==> src/rtl/pc_fp_unit.sv <==
// pc_fp_unit: program-counter and frame-pointer register block that sits
// directly after the instruction decoder. Sequences BOOT -> RUN -> HALT and
// maintains the call/return frame pointer.
//
// Optional feature macro: FP_GUARD_EN
//   defined   : fp saturates at FP_BASE / FP_LIMIT and a blocked move sets
//               the sticky fp_err flag (cleared only by reset).
//   undefined : fp wraps modulo 2^16 and fp_err is tied low.
module pc_fp_unit #(
  parameter logic [15:0] RESET_PC = 16'h0000,
  parameter logic [15:0] FP_BASE  = 16'hFF00,
  parameter logic [15:0] FP_LIMIT = 16'hFFFF
) (
  input  logic        clk,
  input  logic        reset,
  input  logic        cnt_en,
  input  logic        pc_sload,
  input  logic [15:0] new_pc,
  input  logic        move_fp,
  input  logic        push_up,
  input  logic        stall,
  output logic [15:0] pc,
  output logic [15:0] fp,
  output logic        fetch_valid,
  output logic        halted,
  output logic        fp_err
);

  typedef enum logic [1:0] {
    ST_BOOT = 2'd0,
    ST_RUN  = 2'd1,
    ST_HALT = 2'd2
  } state_t;

  state_t      state_q, state_d;
  logic [15:0] pc_q, pc_d;
  logic [15:0] fp_q, fp_d;
  logic        fetch_valid_q, fetch_valid_d;
  logic        halted_q, halted_d;
  logic        fp_err_q, fp_err_d;

  // Next frame pointer for a requested move; guarded builds saturate at the
  // legal window edges instead of wrapping, and report the blocked move.
  logic [15:0] fp_move_s;
  logic        fp_block_s;

  // Compute the fp value a move would produce and whether it is out of bounds.
  always_comb begin
    fp_move_s  = fp_q;
    fp_block_s = 1'b0;
    if (push_up) begin
`ifdef FP_GUARD_EN
      if (fp_q == FP_LIMIT) begin
        fp_move_s  = fp_q;
        fp_block_s = 1'b1;
      end else begin
        fp_move_s  = fp_q + 16'd1;
        fp_block_s = 1'b0;
      end
`else
      fp_move_s = fp_q + 16'd1;
`endif
    end else begin
`ifdef FP_GUARD_EN
      if (fp_q == FP_BASE) begin
        fp_move_s  = fp_q;
        fp_block_s = 1'b1;
      end else begin
        fp_move_s  = fp_q - 16'd1;
        fp_block_s = 1'b0;
      end
`else
      fp_move_s = fp_q - 16'd1;
`endif
    end
  end

  // Next-state logic for the sequencer, pc, fp and the sticky error flag.
  always_comb begin
    state_d  = state_q;
    pc_d     = pc_q;
    fp_d     = fp_q;
    fp_err_d = fp_err_q;
    case (state_q)
      ST_BOOT: begin
        // One cycle to cover instruction memory read latency; decoder ignored.
        if (stall) begin
          state_d = ST_BOOT;
        end else begin
          state_d = ST_RUN;
        end
      end
      ST_RUN: begin
        if (stall) begin
          state_d = ST_RUN;
        end else begin
          // pc: jump beats increment; neither control means stop.
          if (pc_sload) begin
            pc_d = new_pc;
          end else if (cnt_en) begin
            pc_d = pc_q + 16'd1;
          end else begin
            pc_d    = pc_q;
            state_d = ST_HALT;
          end
          // fp moves independently so call/return updates both on one edge.
          if (move_fp) begin
            fp_d = fp_move_s;
            if (fp_block_s) begin
              fp_err_d = 1'b1;
            end else begin
              fp_err_d = fp_err_q;
            end
          end else begin
            fp_d = fp_q;
          end
        end
      end
      ST_HALT: begin
        state_d = ST_HALT;
      end
      default: begin
        // Unreachable encoding: restart through BOOT.
        state_d = ST_BOOT;
      end
    endcase
`ifndef FP_GUARD_EN
    fp_err_d = 1'b0;
`endif
    fetch_valid_d = (state_d == ST_RUN);
    halted_d      = (state_d == ST_HALT);
  end

  // State register; reset wins over stall and discards pending updates.
  always_ff @(posedge clk) begin
    if (reset) begin
      state_q       <= ST_BOOT;
      pc_q          <= RESET_PC;
      fp_q          <= FP_BASE;
      fetch_valid_q <= 1'b0;
      halted_q      <= 1'b0;
      fp_err_q      <= 1'b0;
    end else begin
      state_q       <= state_d;
      pc_q          <= pc_d;
      fp_q          <= fp_d;
      fetch_valid_q <= fetch_valid_d;
      halted_q      <= halted_d;
      fp_err_q      <= fp_err_d;
    end
  end

  assign pc          = pc_q;
  assign fp          = fp_q;
  assign fetch_valid = fetch_valid_q;
  assign halted      = halted_q;
  assign fp_err      = fp_err_q;

endmodule

==> config.mk <==
export PLATFORM = sky130hd
export DESIGN_NAME = pc_fp_unit
export DESIGN_NICKNAME = d
export VERILOG_FILES = /design/src/rtl/pc_fp_unit.sv
export SDC_FILE = /design/constraint.sdc
export NUM_CORES = 1
export LEC_CHECK = 0
export ABC_AREA = 1
export CORE_AREA = 2 2 89 113
export CTS_CLUSTER_DIAMETER = 40
export DETAILED_ROUTE_END_ITERATION = 16
export DIE_AREA = 0 0 91 115
export SYNTH_ARGS = -nofsm -noshare
export SYNTH_HDL_FRONTEND = slang
export SYNTH_SLANG_ARGS = --single-unit
export TNS_END_PERCENT = 50
==> constraint.sdc <==
create_clock -name clk -period 1.75 [get_ports clk]
set_input_delay 0.35 -clock clk [delete_from_list [all_inputs] [get_ports clk]]
set_output_delay 0.35 -clock clk [all_outputs]
set_load 0.02 [all_outputs]
==> results.toml <==
[yosys]
synth_flop_cell = "dfxtp_1"
yosys_warnings = 0
ys_types = 32
seq_area_frac_synth = 0.260
avgSynthCellArea_sq_um = 6.04
syn_area_sq_um = 2770
ys_ff_latch = 36
syn-instance-count = 459
ys_async_sr_fraction = 0
synth_edf_count = 0
syn-num-nets = 498

[pwr]
finalPower_mw = 2.74
clkPwrFrac = 0.412
p_sw_frac = 0.289
powerDensity_nw_per_um2 = 669
irDropWorstVdd_v = 0.000407
static-leakage-power_nw = 1.85
power.internal_mw = 1.95
power_frac_comb = 0.260
p_switching_mw = 0.793
power.share.sequential = 0.328

[layout]
fin_util = 0.436
layout.nets = 582
drive_above_1_share = 0.173
synthToLayoutAreaGrowth_pct = 47.8
diodes = 0

[worst_setup_path]
cp.required_ns = 1.40
worst-setup-path-type = "register to output pin"
cp.arrival_ns = 1.35
start_kind = "register"
slowest_delay_ns = 0.66
cp_cell_sequence = "clkdlybuf4s50_1"
crit_family = "buffers and inverters"
end_kind = "output pin"
crit_slowest_cell = "clkdlybuf4s50_1"
critPathBufInv = 1
path_max_fanout = 5

[sta]
finalHoldViolCount = 0
fin_skew_ns = 0.00452
fin_crit_ns = 1.70
fmax_ghz = 0.588
setup_viol = 0
layout_worst_path_cycle_share = 0.972
final-max-slew-violation-count = 0

[routing]
drc = 0
drt-initial-drc-count = 98
via_per_inst = 4.75
ant_nets = 0
num_vias = 3185
wire_per_inst_um = 12.4
first_pass_iters = 4
drt-total-wl_um = 8340

[clock_tree]
clockBufferDepth = 2
path_clk_slew_ns = 0.06
cts_tree = "done"
cts_sinks = 36
clock_latency_ns = 0.28
cts_buffers = 5
htreeDepth = 2
clockRootBuffer = "clkbuf_16"

[flow_run]
cap_violations = 0

[floorplanning]
fp.dieArea_sq_um = 10500
floorplan.initialDensity = 0.295
chipWidth_um = 91
core_sq_um = 9410
io-pin-count = 58
rows = 40
die_h_um = 115

[grt]
grt_max_degree = 21
grt_antenna_before_repair = 0
grt.overflow.total = 0
grt_usage = 0.158
grt_pass1_wl_um = 13600
grt_pass1_vias = 3096

[worst_hold_path]
hp-class = "register to register"

[placement]
io_buffer_count = 56
dp_hpwl_um = 6270
finalWeightedCongestion = 0.899

[status]
outcome = "finished clean"
stage by stage:
stage	hold WS (ns)	instances	setup TNS (ns)	setup WS, ns	instance area [sq um]
3_3_place_gp	0.499	662	-7.23	-0.612	3710
4_1_cts	0.512	670	0	0.000582	4070
3_5_place_dp	0.495	662	-7.47	-0.637	3710
2_1_floorplan	0.455	459	0	0.0253	2790
5_1_grt	0.537	670	-0.0130	-0.0130	4100
6_report	0.510	670	0	0.0492	4100
worst paths after layout:
path                 end    from  slack, ns  cells past startpoint
hold reg to reg   pc[15]  pc[15]       0.51                      2
hold / removal    pc[15]  pc[15]       0.51                      2
setup / recovery   pc[2]   pc[2]       0.05                      1
setup reg to reg  fp[12]   fp[0]       0.12                     10
registers in the layout, indices dropped and copies added, names as in the netlist:
register     count
fp              16
pc              16
state_q          2
fetch_valid      1
halted           1
Yosys cell counts (6+ instances only):
cell,n,area [sq um]
inv_1,64,240
nand4_1,8,50.1
nand2_1,139,522
o21ai_1,7,35.0
nor2_2,9,56.3
ha_1,15,188
o21ai_0,11,55.1
dfxtp_1,36,721
nand3_1,41,205
a21oi_1,31,155
nor2_1,46,173
buf_2,6,30.0
per-layer routing:
layer / up-vias / part of all wire / global-route usage
met3: 20 / 0.051 / 0.0321
met4: 0 / 0.028 / 0.0646
li1: 1627 / - / -
met2: 102 / 0.50 / 0.297
met1: 1436 / 0.42 / 0.174
met5: - / 0 / 0
cell type report:
| cell class | instances | area (sq um) |
|---|---|---|
| Fill cell | 1000 | 5310 |
| Tap cell | 126 | 158 |
| Inverter | 67 | 255 |
| Sequential cell | 36 | 721 |
| Multi-Input combinational cell | 343 | 1930 |
| Clock buffer | 7 | 153 |
| Timing Repair Buffer | 90 | 850 |
| Clock inverter | 1 | 30.0 |
layout by cell type, fill, tap and decap left out, drive strengths merged:
| master | count |
|---|---|
| o22ai | 1 |
| o21ai | 18 |
| o211ai | 3 |
| a21oi | 34 |
| buf | 34 |
| o211a | 2 |
| xnor2 | 1 |
| inv | 66 |
| a31oi | 2 |
| nand4 | 8 |
| dfxtp | 36 |
| bufinv | 1 |
| dlymetal6s2s | 3 |
| conb | 1 |
| clkbuf | 8 |
| nand2 | 140 |
| nand3b | 3 |
| clkdlybuf4s50 | 51 |
| clkinvlp | 1 |
| fa | 1 |
| nand3 | 41 |
| and2 | 1 |
| ha | 15 |
| dlygate4sd2 | 1 |
| xor2 | 5 |
| a211oi | 4 |
| nor3 | 2 |
| or2 | 4 |
| nor2 | 57 |
cell families after synthesis:
logic type / synth area share
xor gates and xnor gates: 0.0190
AOI/OAI and AO/OA: 0.131
buffers and inverters: 0.118
and+or+nand+nor: 0.396
adders and majority gates: 0.0749
DFF: 0.260
other: 0.00135
power groups by stage:
stage	sequential (mW)	combinational (mW)	clock, mW
3_3_place_gp	0.913	0.639	0
2_1_floorplan	0.947	0.341	0
6_report	0.900	0.711	1.13
4_1_cts	0.900	0.699	1.14
5_1_grt	0.905	0.785	1.18
3_5_place_dp	0.913	0.647	0
what timing repair did:
action / in CTS / in global routing
endpoints found under the setup margin: 14 / 13
gates resized for setup: 27 / 10
hold buffers: 0 / 0
pin swaps: 1 / 2
setup buffers: 0 / 0
Power figures use the tool's default switching activity.
